<file path="src/rtl/shift_add_mult_4bit_pkg.sv">
`default_nettype none
// ============================================================================
//  Module      : shift_add_mult_4bit_pkg
//  Description : Shared state encodings and widths for the shift-add
//                4x4 multiplier and its control FSM.
//  Revision    : 1.0 - initial release
// ============================================================================
package shift_add_mult_4bit_pkg;

  localparam int WIDTH  = 4;
  localparam int PROD_W = 8;

  // Two-bit encoding; 2'b11 is unused and decodes back to idle.
  typedef enum logic [1:0] {
    ST_IDLE = 2'd0,
    ST_RUN  = 2'd1,
    ST_DONE = 2'd2
  } state_t;

endpackage : shift_add_mult_4bit_pkg
`default_nettype wire

</file>
<file path="src/rtl/four_bit_adder.sv">
`default_nettype none
// ============================================================================
//  Module      : four_bit_adder
//  Description : Combinational 4-bit ripple-carry adder cell.
//  Revision    : 1.0 - initial release
// ============================================================================
module four_bit_adder (
  input  logic [3:0] a,
  input  logic [3:0] b,
  input  logic       cin,
  output logic [3:0] sum,
  output logic       cout
);

  logic [4:0] w_carry;

  assign w_carry[0] = cin;

  // One full-adder stage per bit, carry rippling upward.
  for (genvar i = 0; i < 4; i++) begin : g_bit
    assign sum[i]       = a[i] ^ b[i] ^ w_carry[i];
    assign w_carry[i+1] = (a[i] & b[i]) | (w_carry[i] & (a[i] ^ b[i]));
  end

  assign cout = w_carry[4];

endmodule : four_bit_adder
`default_nettype wire

</file>
<file path="src/rtl/shift_add_mult_4bit_ctrl.sv">
`default_nettype none
// ============================================================================
//  Module      : mult_ctrl_fsm
//  Description : IDLE/RUN/DONE sequencer for the shift-add multiplier.
//                Owns the iteration counter and the busy/done handshake,
//                and strobes the datapath with load/step/last.
//  Revision    : 1.0 - initial release
// ============================================================================
module mult_ctrl_fsm
  import shift_add_mult_4bit_pkg::*;
#(
  parameter int CNT_W = 2
) (
  input  logic clk,
  input  logic rst_n,
  input  logic start,
  output logic busy,
  output logic done,
  output logic load,
  output logic step,
  output logic last
);

  localparam logic [CNT_W-1:0] c_last_cnt = '1;

  state_t             r_state;
  state_t             w_next;
  logic   [CNT_W-1:0] r_cnt;

  // State register.
  always_ff @(posedge clk or negedge rst_n) begin
    if (!rst_n) begin
      r_state <= ST_IDLE;
    end else begin
      r_state <= w_next;
    end
  end

  // Next state and strobes; start is only honoured outside RUN.
  always_comb begin
    w_next = ST_IDLE;
    busy   = 1'b0;
    done   = 1'b0;
    load   = 1'b0;
    step   = 1'b0;
    last   = 1'b0;
    case (r_state)
      ST_IDLE: begin
        if (start) begin
          load   = 1'b1;
          w_next = ST_RUN;
        end
      end
      ST_RUN: begin
        busy = 1'b1;
        step = 1'b1;
        if (r_cnt == c_last_cnt) begin
          last   = 1'b1;
          w_next = ST_DONE;
        end else begin
          w_next = ST_RUN;
        end
      end
      ST_DONE: begin
        done = 1'b1;
        if (start) begin
          load   = 1'b1;
          w_next = ST_RUN;
        end
      end
      default: w_next = ST_IDLE;
    endcase
  end

  // Iteration counter: cleared on accept, advanced once per RUN step.
  always_ff @(posedge clk or negedge rst_n) begin
    if (!rst_n) begin
      r_cnt <= '0;
    end else if (load) begin
      r_cnt <= '0;
    end else if (step) begin
      r_cnt <= r_cnt + 1'b1;
    end
  end

endmodule : mult_ctrl_fsm
`default_nettype wire

</file>
<file path="src/rtl/shift_add_mult_4bit.sv">
`default_nettype none
// ============================================================================
//  Module      : shift_add_mult_4bit
//  Description : Sequential unsigned 4x4 shift-add multiplier. One add and
//                9-bit right shift per clock; 8-bit product after 4 steps.
//  Revision    : 1.0 - initial release
// ============================================================================
module shift_add_mult_4bit #(
  parameter int WIDTH = 4,
  parameter int CNT_W = 2
) (
  input  logic                 clk,
  input  logic                 rst_n,
  input  logic                 start,
  input  logic [WIDTH-1:0]     a,
  input  logic [WIDTH-1:0]     b,
  output logic                 busy,
  output logic                 done,
  output logic [2*WIDTH-1:0]   product
);

  import shift_add_mult_4bit_pkg::*;

  // The adder cell is fixed at 4 bits, so nothing else can be built.
  if (WIDTH != 4 || CNT_W != 2) begin : g_param_check
    $fatal(1, "shift_add_mult_4bit: only WIDTH=4, CNT_W=2 is supported");
  end

  logic [WIDTH-1:0]  r_m;
  logic [WIDTH-1:0]  r_acc;
  logic [WIDTH-1:0]  r_q;
  logic [PROD_W-1:0] r_product;

  logic              w_load;
  logic              w_step;
  logic              w_last;
  logic [WIDTH-1:0]  w_addend;
  logic [WIDTH-1:0]  w_sum;
  logic              w_cout;
  logic [PROD_W-1:0] w_shifted;

  mult_ctrl_fsm #(
    .CNT_W (CNT_W)
  ) u_ctrl (
    .clk   (clk),
    .rst_n (rst_n),
    .start (start),
    .busy  (busy),
    .done  (done),
    .load  (w_load),
    .step  (w_step),
    .last  (w_last)
  );

  // Partial product is the multiplicand gated by the current multiplier LSB.
  assign w_addend = {WIDTH{r_q[0]}} & r_m;

  four_bit_adder u_adder (
    .a    (r_acc),
    .b    (w_addend),
    .cin  (1'b0),
    .sum  (w_sum),
    .cout (w_cout)
  );

  // {c,sum,q} shifted right by one; carry lands in acc[3].
  assign w_shifted = {w_cout, w_sum, r_q[WIDTH-1:1]};

  // Datapath: capture operands on accept, shift-add while running,
  // publish the product on the final step only.
  always_ff @(posedge clk or negedge rst_n) begin
    if (!rst_n) begin
      r_m       <= '0;
      r_acc     <= '0;
      r_q       <= '0;
      r_product <= '0;
    end else if (w_load) begin
      r_m   <= a;
      r_q   <= b;
      r_acc <= '0;
    end else if (w_step) begin
      {r_acc, r_q} <= w_shifted;
      if (w_last) begin
        r_product <= w_shifted;
      end
    end
  end

  assign product = r_product;

endmodule : shift_add_mult_4bit
`default_nettype wire

</file>
<file path="config.mk">
export PLATFORM = sky130hd
export DESIGN_NAME = shift_add_mult_4bit
export DESIGN_NICKNAME = d
export VERILOG_FILES = /design/src/rtl/shift_add_mult_4bit_pkg.sv /design/src/rtl/four_bit_adder.sv /design/src/rtl/shift_add_mult_4bit_ctrl.sv /design/src/rtl/shift_add_mult_4bit.sv
export SDC_FILE = /design/constraint.sdc
export NUM_CORES = 1
export LEC_CHECK = 0
export ABC_AREA = 1
export BUFFER_PORTS_ARGS = -buffer_cell sky130_fd_sc_hd__buf_2
export CORE_ASPECT_RATIO = 1.1
export CORE_MARGIN = 5
export CORE_UTILIZATION = 45
export DETAILED_ROUTE_END_ITERATION = 7
export PLACE_DENSITY = 0.78
export SLEW_MARGIN = 10
export SYNTH_ARGS = -nofsm -noshare
export SYNTH_HDL_FRONTEND = slang
export SYNTH_SLANG_ARGS = --single-unit
</file>
<file path="constraint.sdc">
create_clock -name clk -period 3.65 [get_ports clk]
set_input_delay 0.5475 -clock clk [delete_from_list [all_inputs] [get_ports clk]]
set_output_delay 0.5475 -clock clk [all_outputs]
set_load 0.03 [all_outputs]
</file>
==> results of run 1 <==
## cell usage after synthesis, types with 2 or more instances
master	n	area (µm²)
o21ai_0	2	10.0
nand2_4	3	33.8
inv_2	2	7.51
fa_1	3	60.1
inv_1	12	45.0
ha_1	2	25.0
dfrtp_1	24	601
nor2_1	3	11.3
nand2_1	55	206
nand3_1	10	50.1
o21ai_1	3	15.0
## flip-flops by register name, summed over array words and instances, names as in the netlist
register        cells
r_m                 4
product             8
r_q                 4
u_ctrl.r_state      2
r_acc               4
u_ctrl.r_cnt        2
## metal layers
| metal | part of all wire [%] | vias up |
|---|---|---|
| met3 | 4.4 | 4 |
| li1 | - | 424 |
| met1 | 42 | 397 |
| met5 | 0 | - |
| met2 | 51 | 17 |
| met4 | 2.2 | 0 |
## worst max-delay path, stage by stage (launching register included)
cell,delay (ns)
dfrtp_1,0.42
nand2_1,0.07
inv_1,0.06
ha_1,0.13
inv_1,0.05
fa_1,0.37
fa_1,0.39
fa_1,0.48
inv_1,0.05
nand2_1,0.05
o21ai_1,0.05
## power breakdown
part | internal (mW) | leakage [nW] | total, mW | switching (mW)
combinational | 0.166 | 0.389 | 0.518 | 0.352
sequential | 0.380 | 0.303 | 0.463 | 0.0831
clock | 0.0386 | 0.0138 | 0.113 | 0.0745
total | 0.585 | 0.706 | 1.09 | 0.510
## per-stage QoR
step           hold WS [ns]  util [%]  instance area [µm²]
3_3_place_gp          0.448      50.9                 1250
3_5_place_dp          0.454      50.9                 1250
2_1_floorplan         0.252         -                 1120
4_1_cts               0.209      51.8                 1270
6_report              0.192      51.8                 1270
5_1_grt               0.223      51.8                 1270
## worst max-delay path by stage
stage          slack, ns  cells after the start   start        to
2_1_floorplan       1.53                     10  r_q[0]  r_acc[2]
3_3_place_gp        1.51                     10  r_q[0]  r_acc[2]
3_5_place_dp        1.44                     10  r_q[0]  r_acc[2]
4_1_cts             1.43                     10  r_q[0]  r_acc[2]
5_1_grt             1.29                     10  r_q[0]  r_acc[2]
6_report            1.44                     10  r_q[0]  r_acc[2]
## area by class of cell
type / instances / area, µm²
inverters: 14 / 52.6
well taps: 31 / 38.8
flip-flops and latches: 24 / 601
multi-input cells: 85 / 454
fillers: 241 / 1180
clock buffers: 3 / 22.5
repair buffers: 20 / 100
## cells by family (layout without fill, tap and decap cells)
family / after synthesis / in the layout / synth area share (%)
buffers and inverters: 15 / 37 / 5.70
and+or+nand+nor: 74 / 74 / 30.3
adders and majority gates: 5 / 5 / 7.61
AOI/OAI and AO/OA: 6 / 6 / 2.68
DFF: 24 / 24 / 53.7
## cell usage in the layout (no fill, tap or decap)
cell,n
inv_2,2
nand2_4,3
nand2_1,55
inv_1,12
nor2_4,1
nor2_1,3
o21ai_0,2
o21ai_1,3
fa_1,3
nor2_8,1
buf_2,20
dfrtp_1,24
nand3_1,10
ha_1,2
clkbuf_4,3
a21oi_1,1
nand2_2,1
==> impl_results.md, run 1 <==
* Status: completed
* Resized cells post-CTS at 0
* Fmax at approximately 0.45 GHz
* CP required at a little under 4 ns
* M1 GR Usage at approximately 16%
* Vias in the first global route at between 800 and 900
* M3 GR Usage at between 1 and 1.5%
* Total Routing Usage GR at 13.1%
* Initial antenna violation count at 0
* DP Wirelength at approximately 1600 µm
* DR iter-0 viols at 19
* Fin crit period at approximately 2.2 ns
* Core ar. at between 0.002 and 0.0025 mm²
* Vias per cell at 4.76
* Count of final max-slew check failures at 0
* I/O pin cnt at 21
* CP Launch Type: flop
* RR Startpoint: r_q[0]
* Top_reg_cell synth: dfrtp_1
* RSZ-0062 raised after global routing: no
* Mapped Cells at 124
* Static Leak at between 0.7 and 0.8 nW
* Layout cells sized above 1 at a little over a fifth
* DRT Pass-1 Iters at 4
* Routability cong. at approximately 0.79
* CTS clock-pin slew for the worst setup and hold paths at 0.12 ns
* TritonCTS clock tree: done
* Worst slack, placed at approximately 1.4 ns
* Async SR Flop Fraction at between 90% and 100%
* DRC at 0
* R2R Setup Slk at approximately 1.4 ns
* Sink Count at 24
* I/O Buffers at 20
* H-tree depth at 1
* Syn Area/Cell at 9.02 µm²
* Post-synth net total at between 100 and 150
* Max cap viols at 0
* Antenna-violating nets left at 0
* Crit path kind: flop to flop
* Chip Width at 57.5 µm
* Routed via count at roughly 840
* Starting Density at roughly 46%
* CTS root buffer: clkbuf_4
* Synth warnings at 0
* Hold crit path type: input pin to asynchronous set/reset pin
* N_diodes at 0
* Routing usage on met2 at a little under a quarter
* Peak supply drop at about 0.00045 V
* Largest net degree at the start of global routing at 25
* Pwr dens at roughly 860 mW/mm²
* EDFF count, synth at 0
* Yosys reg bits at 24
* Worst-Skew Late Latency at ~0.31 ns
* Final setup fails at 0
* Post-synthesis sequential area ratio at a little over half
* Cell Rows at 19
* CP Max Fanout at 5
* Final WS setup at 1.44 ns
* TritonCTS buffer count at 3
* Area grow syn2layout at 13.4%
* Die span in y at 62.3 µm
* CTS Hold Bufs at 0
* Setup TNS at 0 ns
* Least-Margin Pin Slew at ~0.56 ns
* Placed insts at 174
* Max clock buf depth at 2
* Nets at 164
* WL final at around 2100 µm
* Post-CTS setup buffer count at 0
* Reg2reg end: r_acc[2]
* Post-route insts no fill at between 150 and 200
* Total grt overflow at 0
* DIE AREA at 0.00358 mm²
* Fin crit share at about three fifths
* Yosys cell types at 16
* Worst Setup End Kind: flop
* Mapped cell area at roughly 0.0011 mm²
* Fin. Hold Viols at 0
* Power Total at roughly 1.1 mW
* Slew HR at about 63%
* Wire length per cell at 11.7 µm
* First-pass GRT wire length at 3750 µm
* Worst Clk Skew at 0.00170 ns
* Most Crowded Layer GR: met2
* CP Data Arrival Time at about 2.4 ns
* Reg2reg path depth at 10
Note: power is estimated with default switching activity, not from simulation.
==> run 2, diff against run 1 <==
--- a/config.mk
+++ b/config.mk
@@ -5,7 +5,7 @@
 export SDC_FILE = /design/constraint.sdc
 export NUM_CORES = 1
 export LEC_CHECK = 0
-export ABC_AREA = 1
+export ABC_AREA = 0
 export BUFFER_PORTS_ARGS = -buffer_cell sky130_fd_sc_hd__buf_2
 export CORE_ASPECT_RATIO = 1.1
 export CORE_MARGIN = 5
==> constraint.sdc (replaced) <==
create_clock -name clk -period 2.1 [get_ports clk]
set_input_delay 0.315 -clock clk [delete_from_list [all_inputs] [get_ports clk]]
set_output_delay 0.315 -clock clk [all_outputs]
set_load 0.03 [all_outputs]
==> run 2 against run 1 <==
Critical path depth decreased by 3; non-clock buffer count increased by 2; first-iteration DRC count decreased by 21%; largest power group unchanged; sequential power increased by 76%; final cell count decreased by 20%; clock power increased to 3.0 times the previous value; clock skew increased by 0.0038 ns; wire length decreased by 3.8%; combinational power increased by 95%.
==> impl_results.md, run 2 <==
* Status: completed
* Synth cell count leaders: 24 x dfrtp_1, 11 x nand2_1, 9 x inv_1
* Setup TNS at 0 ns (unchanged)
* I/O Buffers at 20 (unchanged)
* Post-CTS setup buffer count at 0 (unchanged)
* Total Routing Usage GR at 13.1% (-0.070 points)
* Yosys top cell by area: dfrtp_1
* I/O pin cnt at 21 (unchanged)
* Die span in y at 62.0 µm (-0.43%)
* H-tree depth at 1 (unchanged)
* Mux contribution to synthesized area at 8.81% (+8.8 points)
* Final setup fails at 0 (unchanged)
* N_diodes at 0 (unchanged)
* CTS root buffer: clkbuf_4
* Placed insts at 137 (-21%)
* Cell Rows at 18 (-1)
* Fmax at 0.494 GHz (+9.2%)
* WL final at 1990 µm (-3.8%)
* Vias in the first global route at 731 (-15%)
* Utilization after layout at 55.8% (+4.0 points)
* Cell with the most instances after synthesis: dfrtp_1
* Wire length per cell at 14.0 µm (+20%)
* DP Wirelength at 1460 µm (-8.7%)
* Yosys reg bits at 24 (unchanged)
* Routability cong. at 0.724 (-8.8%)
* Power Total at 2.17 mW (+98%)
* Slew HR at 65.1% (+2.4 points)
* Syn Area/Cell at 12.3 µm² (+36%)
* Crit-path cells: and2_1 -> ha_1 -> inv_1 -> fa_2 -> fa_2 -> fa_1 -> o21ai_1
* Routed via count at 710 (-16%)
* TritonCTS buffer count at 3 (unchanged)
* R2R Setup Slk at 0.07 ns (-1.36 ns)
* Max FFs per register at 8 (unchanged)
* Async SR Flop Fraction at 100% (unchanged)
* Chip Width at 57.3 µm (-0.42%)
* Most common cell after layout, fill and taps aside: dfrtp_1
* Most frequent CP cell: fa_2
* Slowest-stage cell, CP: fa_1
* Post-synthesis sequential area ratio at 54.2% (+0.55 points)
* Max cap viols at 0 (unchanged)
* Mapped Cells at 90 (-27%)
* Pwr dens at 1690 mW/mm² (+96%)
* Core ar. at 0.00230 mm² (-6.2%)
* Sink Count at 24 (unchanged)
* Reg area at 601 µm² (unchanged)
* TritonCTS clock tree: done
* Hold Crit Start: a[3]
* RSZ-0062 raised after global routing: no
* Fin. Hold Viols at 0 (unchanged)
* CP Data Arrival Time at 2.25 ns (-0.18 ns)
* Static Leak at 0.655 nW (-7.3%)
* Synth warnings at 0 (unchanged)
* Synth top area share at 54.2% (+0.55 points)
* Reg2reg end: product[6]
* CP required at 2.33 ns (-1.53 ns)
* Starting Density at 48.2% (+2.5 points)
* Nets at 129 (-21%)
* Worst setup startpoint: r_q[0]
* DR iter-0 viols at 15 (-4)
* Peak supply drop at 0.000977 V (+120%)
* Vias per cell at 5.00 (+5.1%)
* Simple-gate share of the synthesized area at 9.27% (-21 points)
* DRT Pass-1 Iters at 4 (unchanged)
* CP Max Fanout at 2 (-3)
* Post-route insts no fill at 142 (-20%)
* Count of final max-slew check failures at 0 (unchanged)
* Largest family of logic cells by synthesized area: compound AO/OA/AOI/OAI gates
* Multi-input logic area at 435 µm² (-4.1%)
* CP Launch Type: flop
* Crit path kind: flop to flop
* Top_reg_cell synth: dfrtp_1
* RR Startpoint: r_q[0]
* Reg2reg path depth at 7 (-3)
* Worst-Skew Late Latency at 0.33 ns (+0.02 ns)
* Initial antenna violation count at 0 (unchanged)
* Post-synth net total at 106 (-24%)
* Antenna-violating nets left at 0 (unchanged)
* Synth Area in Compound Gates at 13.1% (+10 points)
* Yosys cell types at 23 (+7)
* CTS clock-pin slew for the worst setup and hold paths at 0.14 ns (+0.02 ns)
* DRC at 0 (unchanged)
* XOR/XNOR Fraction of Synth Area at 0% (unchanged)
* EDFF count, synth at 0 (unchanged)
* Least-Margin Pin Slew at 0.524 ns (-0.0341 ns)
* DIE AREA at 0.00355 mm² (-0.84%)
* Worst Setup End Kind: flop
* Hold crit path type: input pin to flop
* Fin crit period at 2.03 ns (-0.187 ns)
* Worst Clk Skew at 0.00545 ns (+0.00376 ns)
* Mapped cell area at 0.00111 mm² (-1.0%)
* Area grow syn2layout at 15.7%
* Fin crit share at 96.5% (+36 points)
* Largest net degree at the start of global routing at 25 (unchanged)
* First-pass GRT wire length at 3390 µm (-9.8%)
* Filler cell count at 215 (-11%)
* Synth top area cells: dfrtp_1 54%, mux2_4 6.8%, fa_1 5.4%
* Max clock buf depth at 2 (unchanged)
* Layout cells sized above 1 at 37.5% (+16 points)
* Total grt overflow at 0 (unchanged)
* Setup crit end: product[6]
* Post-synthesis adder-cell area fraction at 7.68% (+0.077 points)
* Crit-path max cell delay at 0.51 ns (+0.03 ns)
* Most frequent cells in the layout: 24 x dfrtp_1, 20 x buf_2, 11 x nand2_1
[run 2: how the worst min path moves through the flow]
| stage | end | cells past startpoint |
|---|---|---|
| finish | r_m[3] | 2 |
| global route | r_m[1] | 2 |
| CTS | r_m[3] | 2 |
| detailed placement | r_m[3] | 1 |
| global placement | r_m[3] | 1 |
| floorplan | product[0] | 0 |
[run 2: repair_timing]
action	in CTS	in global routing
endpoints found under the setup margin	2	3
hold buffers	1	0
endpoints found under the hold margin	24	0
resized for setup	1	2
[run 2: kinds of logic (layout without fill, tap and decap cells)]
kind of cell,count (synthesis),in the layout
muxes,7,7
adders and majority gates,5,5
AOI/OAI and AO/OA,23,23
buffers and inverters,14,36
DFF,24,24
and+or+nand+nor,17,17
[run 2: per-stage QoR]
step / hold slack, ns / worst slack, ns / cell area, µm²
2_1_floorplan: 0.0194 / 0.00242 / 1110
3_3_place_gp: 0.315 / 0.0292 / 1210
3_5_place_dp: 0.318 / -0.0224 / 1210
4_1_cts: 0.203 / 0.0117 / 1280
5_1_grt: 0.204 / 0.00214 / 1280
6_report: 0.205 / 0.0740 / 1280
[run 2: worst max-delay path: cells and delay by family, from the launching register on]
family	cells	cell delay (ns)
DFF	1	0.37
and+or+nand+nor	1	0.12
AOI/OAI and AO/OA	1	0.07
buffers and inverters	1	0.04
adders and majority gates	4	1.32
[run 2: per-layer routing]
metal	track usage, %	wire length [µm]	vias up	part of all wire [%]
li1	-	-	344	-
met4	9.93	65	0	3.3
met1	15.9	890	343	45
met3	2.27	90	4	4.5
met2	21.0	942	19	47
met5	0	0	-	0
[run 2: report_power, final]
part	switching (mW)	internal [mW]	leakage [nW]
clock network	0.146	0.193	0.0279
logic	0.571	0.444	0.334
registers	0.140	0.675	0.293
total	0.856	1.31	0.655
[run 2: area by class of cell]
| class | instances | area share [%] |
|---|---|---|
| inverter | 10 | 2.93 |
| sequential | 24 | 46.9 |
| clock buffer | 3 | 1.76 |
| tap | 30 | 2.93 |
| clock inverter | 1 | 2.34 |
| multi-input combinational | 52 | 34.0 |
| timing repair buffer | 22 | 9.18 |
==> run 3, diff against run 2 <==
--- a/config.mk
+++ b/config.mk
@@ -7,11 +7,14 @@
 export LEC_CHECK = 0
 export ABC_AREA = 0
 export BUFFER_PORTS_ARGS = -buffer_cell sky130_fd_sc_hd__buf_2
+export CELL_PAD_IN_SITES_DETAIL_PLACEMENT = 2
+export CELL_PAD_IN_SITES_GLOBAL_PLACEMENT = 2
 export CORE_ASPECT_RATIO = 1.1
 export CORE_MARGIN = 5
-export CORE_UTILIZATION = 45
+export CORE_UTILIZATION = 35
 export DETAILED_ROUTE_END_ITERATION = 7
-export PLACE_DENSITY = 0.78
+export PLACE_DENSITY = 0.87
+export RECOVER_POWER = 25
 export SLEW_MARGIN = 10
 export SYNTH_ARGS = -nofsm -noshare
 export SYNTH_HDL_FRONTEND = slang
==> run 3 against run 2 <==
Worst setup slack worse by 0.0077 ns; register-to-register slack is essentially flat; clock power decreased by 40%; critical path type unchanged; largest cell class unchanged; highest routed layer unchanged.
==> impl_results.md, run 3 (same netlist as run 2, synthesis figures left out) <==
* Hold crit path type: input pin to flop
* Slew HR at 13.7% (-51 points)
* Core ar. at 0.00305 mm² (+33%)
* I/O pin cnt at 21 (unchanged)
* Slowest-stage cell, CP: fa_1
* First-pass GRT wire length at 4310 µm (+27%)
* CP Launch Type: flop
* Max cap viols at 0 (unchanged)
* Starting Density at 36.3% (-12 points)
* Placed insts at 141 (+2.9%)
* Crit-path max cell delay at 0.50 ns (about the same)
* Area grow syn2layout at 14.7%
* CP Depth at 7 (unchanged)
* N_diodes at 0 (unchanged)
* Pwr dens at 1660 mW/mm² (-1.7%)
* Worst Setup End Kind: flop
* Wire length per cell at 17.4 µm (+24%)
* Most frequent CP cell: fa_2
* Antenna-violating nets left at 0 (unchanged)
* CP Data Arrival Time at 2.24 ns (about the same)
* Worst-Skew Late Latency at 0.31 ns (-0.02 ns)
* Least-Margin Pin Slew at 1.29 ns (+0.771 ns)
* DP Wirelength at 1900 µm (+30%)
* H-tree depth at 1 (unchanged)
* Design area at 0.00127 mm² (-0.88%)
* DIE AREA at 0.00439 mm² (+24%)
* Most common cell after layout, fill and taps aside: dfrtp_1
* Post-CTS setup buffer count at 0 (unchanged)
* Setup TNS at 0 ns (unchanged)
* Fin Hold WS at 0.220 ns (+0.0156 ns)
* Crit path kind: flop to flop
* Buffering stage count on the worst path with inverters included at 1 (unchanged)
* Static Leak at 0.639 nW (-2.5%)
* Status: completed
* R2R Setup Slk at 0.07 ns (about the same)
* Max FFs per register at 8 (unchanged)
* Reg2reg end: r_acc[2]
* CTS root buffer: clkbuf_4
* Fmax at 0.492 GHz (-0.38%)
* Vias per cell at 5.15 (+3.0%)
* WL final at 2520 µm (+27%)
* CTS clock-pin slew for the worst setup and hold paths at 0.13 ns (about the same)
* Layout cells sized above 1 at 38.7% (+1.2 points)
* Crit-path cells: and2_4 -> ha_4 -> inv_2 -> fa_2 -> fa_2 -> fa_1 -> o2bb2ai_1
* Worst setup startpoint: r_m[0]
* TritonCTS clock tree: done
* Worst slack, placed at -0.0501 ns (-0.0277 ns)
* Setup crit end: r_acc[2]
* Fin. Hold Viols at 0 (unchanged)
* DRT Pass-1 Iters at 2 (-2)
* DRC at 0 (unchanged)
* Routed via count at 747 (+5.2%)
* Max clock buf depth at 2 (unchanged)
* RR Startpoint: r_m[0]
* Fin crit share at 96.8% (+0.37 points)
* Chip Width at 63.6 µm (+11%)
* Nets at 129 (unchanged)
* Filler cell count at 318 (+48%)
* Cell Rows at 21 (+3)
* Reg2reg path depth at 7 (unchanged)
* Fin crit period at 2.03 ns (+0.00771 ns)
* Final setup fails at 0 (unchanged)
* Vias in the first global route at 889 (+22%)
* Peak supply drop at 0.000662 V (-32%)
* Utilization after layout at 41.7% (-14 points)
* Post-route insts no fill at 145 (+2.1%)
* TritonCTS buffer count at 3 (unchanged)
* Most frequent cells in the layout: 24 x dfrtp_1, 19 x buf_2, 11 x nand2_1
* Die span in y at 69.0 µm (+11%)
* I/O Buffers at 20 (unchanged)
* Power Total at 2.11 mW (-2.5%)
* Routability cong. at 0.747 (+3.2%)
* Worst path top cell family by delay: adder cells
* Total grt overflow at 0 (unchanged)
* Sink Count at 24 (unchanged)
* Worst Clk Skew at 0.00368 ns (-0.00177 ns)
* CP required at 2.30 ns (-0.03 ns)
* RSZ-0062 raised after global routing: yes
* Area after DPL at 0.00122 mm² (+0.41%)
* CP Max Fanout at 2 (unchanged)
* Total Routing Usage GR at 13.1% (+0.058 points)
* Final WS setup at 0.0663 ns (-0.00771 ns)
* Count of final max-slew check failures at 0 (unchanged)
* Largest net degree at the start of global routing at 25 (unchanged)
* DR iter-0 viols at 9 (-6)
* Initial antenna violation count at 0 (unchanged)
## run 3: area by class of cell
class                      instances  area, µm²  area share [%]
timing repair buffer              22        116            9.16
multi-input combinational         52        450            35.5
inverter                          10       37.5            2.96
sequential                        24        601            47.3
tap                               34       42.5            3.35
clock buffer                       3       22.5            1.77
## run 3: where the power goes
part	total (mW)	leakage (nW)	internal [mW]	switching, mW
Combinational	1.08	0.332	0.469	0.613
Clock	0.203	0.0138	0.0672	0.135
Sequential	0.828	0.293	0.675	0.153
Total	2.11	0.639	1.21	0.901
## run 3: worst min-delay path by stage
stage	from	to	slack, ns	cells after the start
final	a[1]	r_m[1]	0.22	2
after CTS	a[2]	r_m[2]	0.21	2
after global placement	rst_n	product[4]	0.32	1
after detailed placement	rst_n	product[5]	0.33	1
after floorplan	rst_n	product[0]	0.02	0
after global routing	a[2]	r_m[2]	0.21	2
## run 3: timing repair
item / in CTS / in global routing
resized for setup: 3 / 5
endpoints found under the setup margin: 3 / 3
pin swaps: 0 / 1
hold buffers: 1 / 0
endpoints found under the hold margin: 24 / 0
## run 3: routing by layer
layer | up-vias | share of wire (%) | global-route usage (%)
li1 | 347 | - | -
met1 | 382 | 42 | 15.3
met2 | 14 | 53 | 23.7
met3 | 4 | 3.1 | 2.11
met4 | 0 | 1.5 | 6.23
met5 | - | 0 | 0
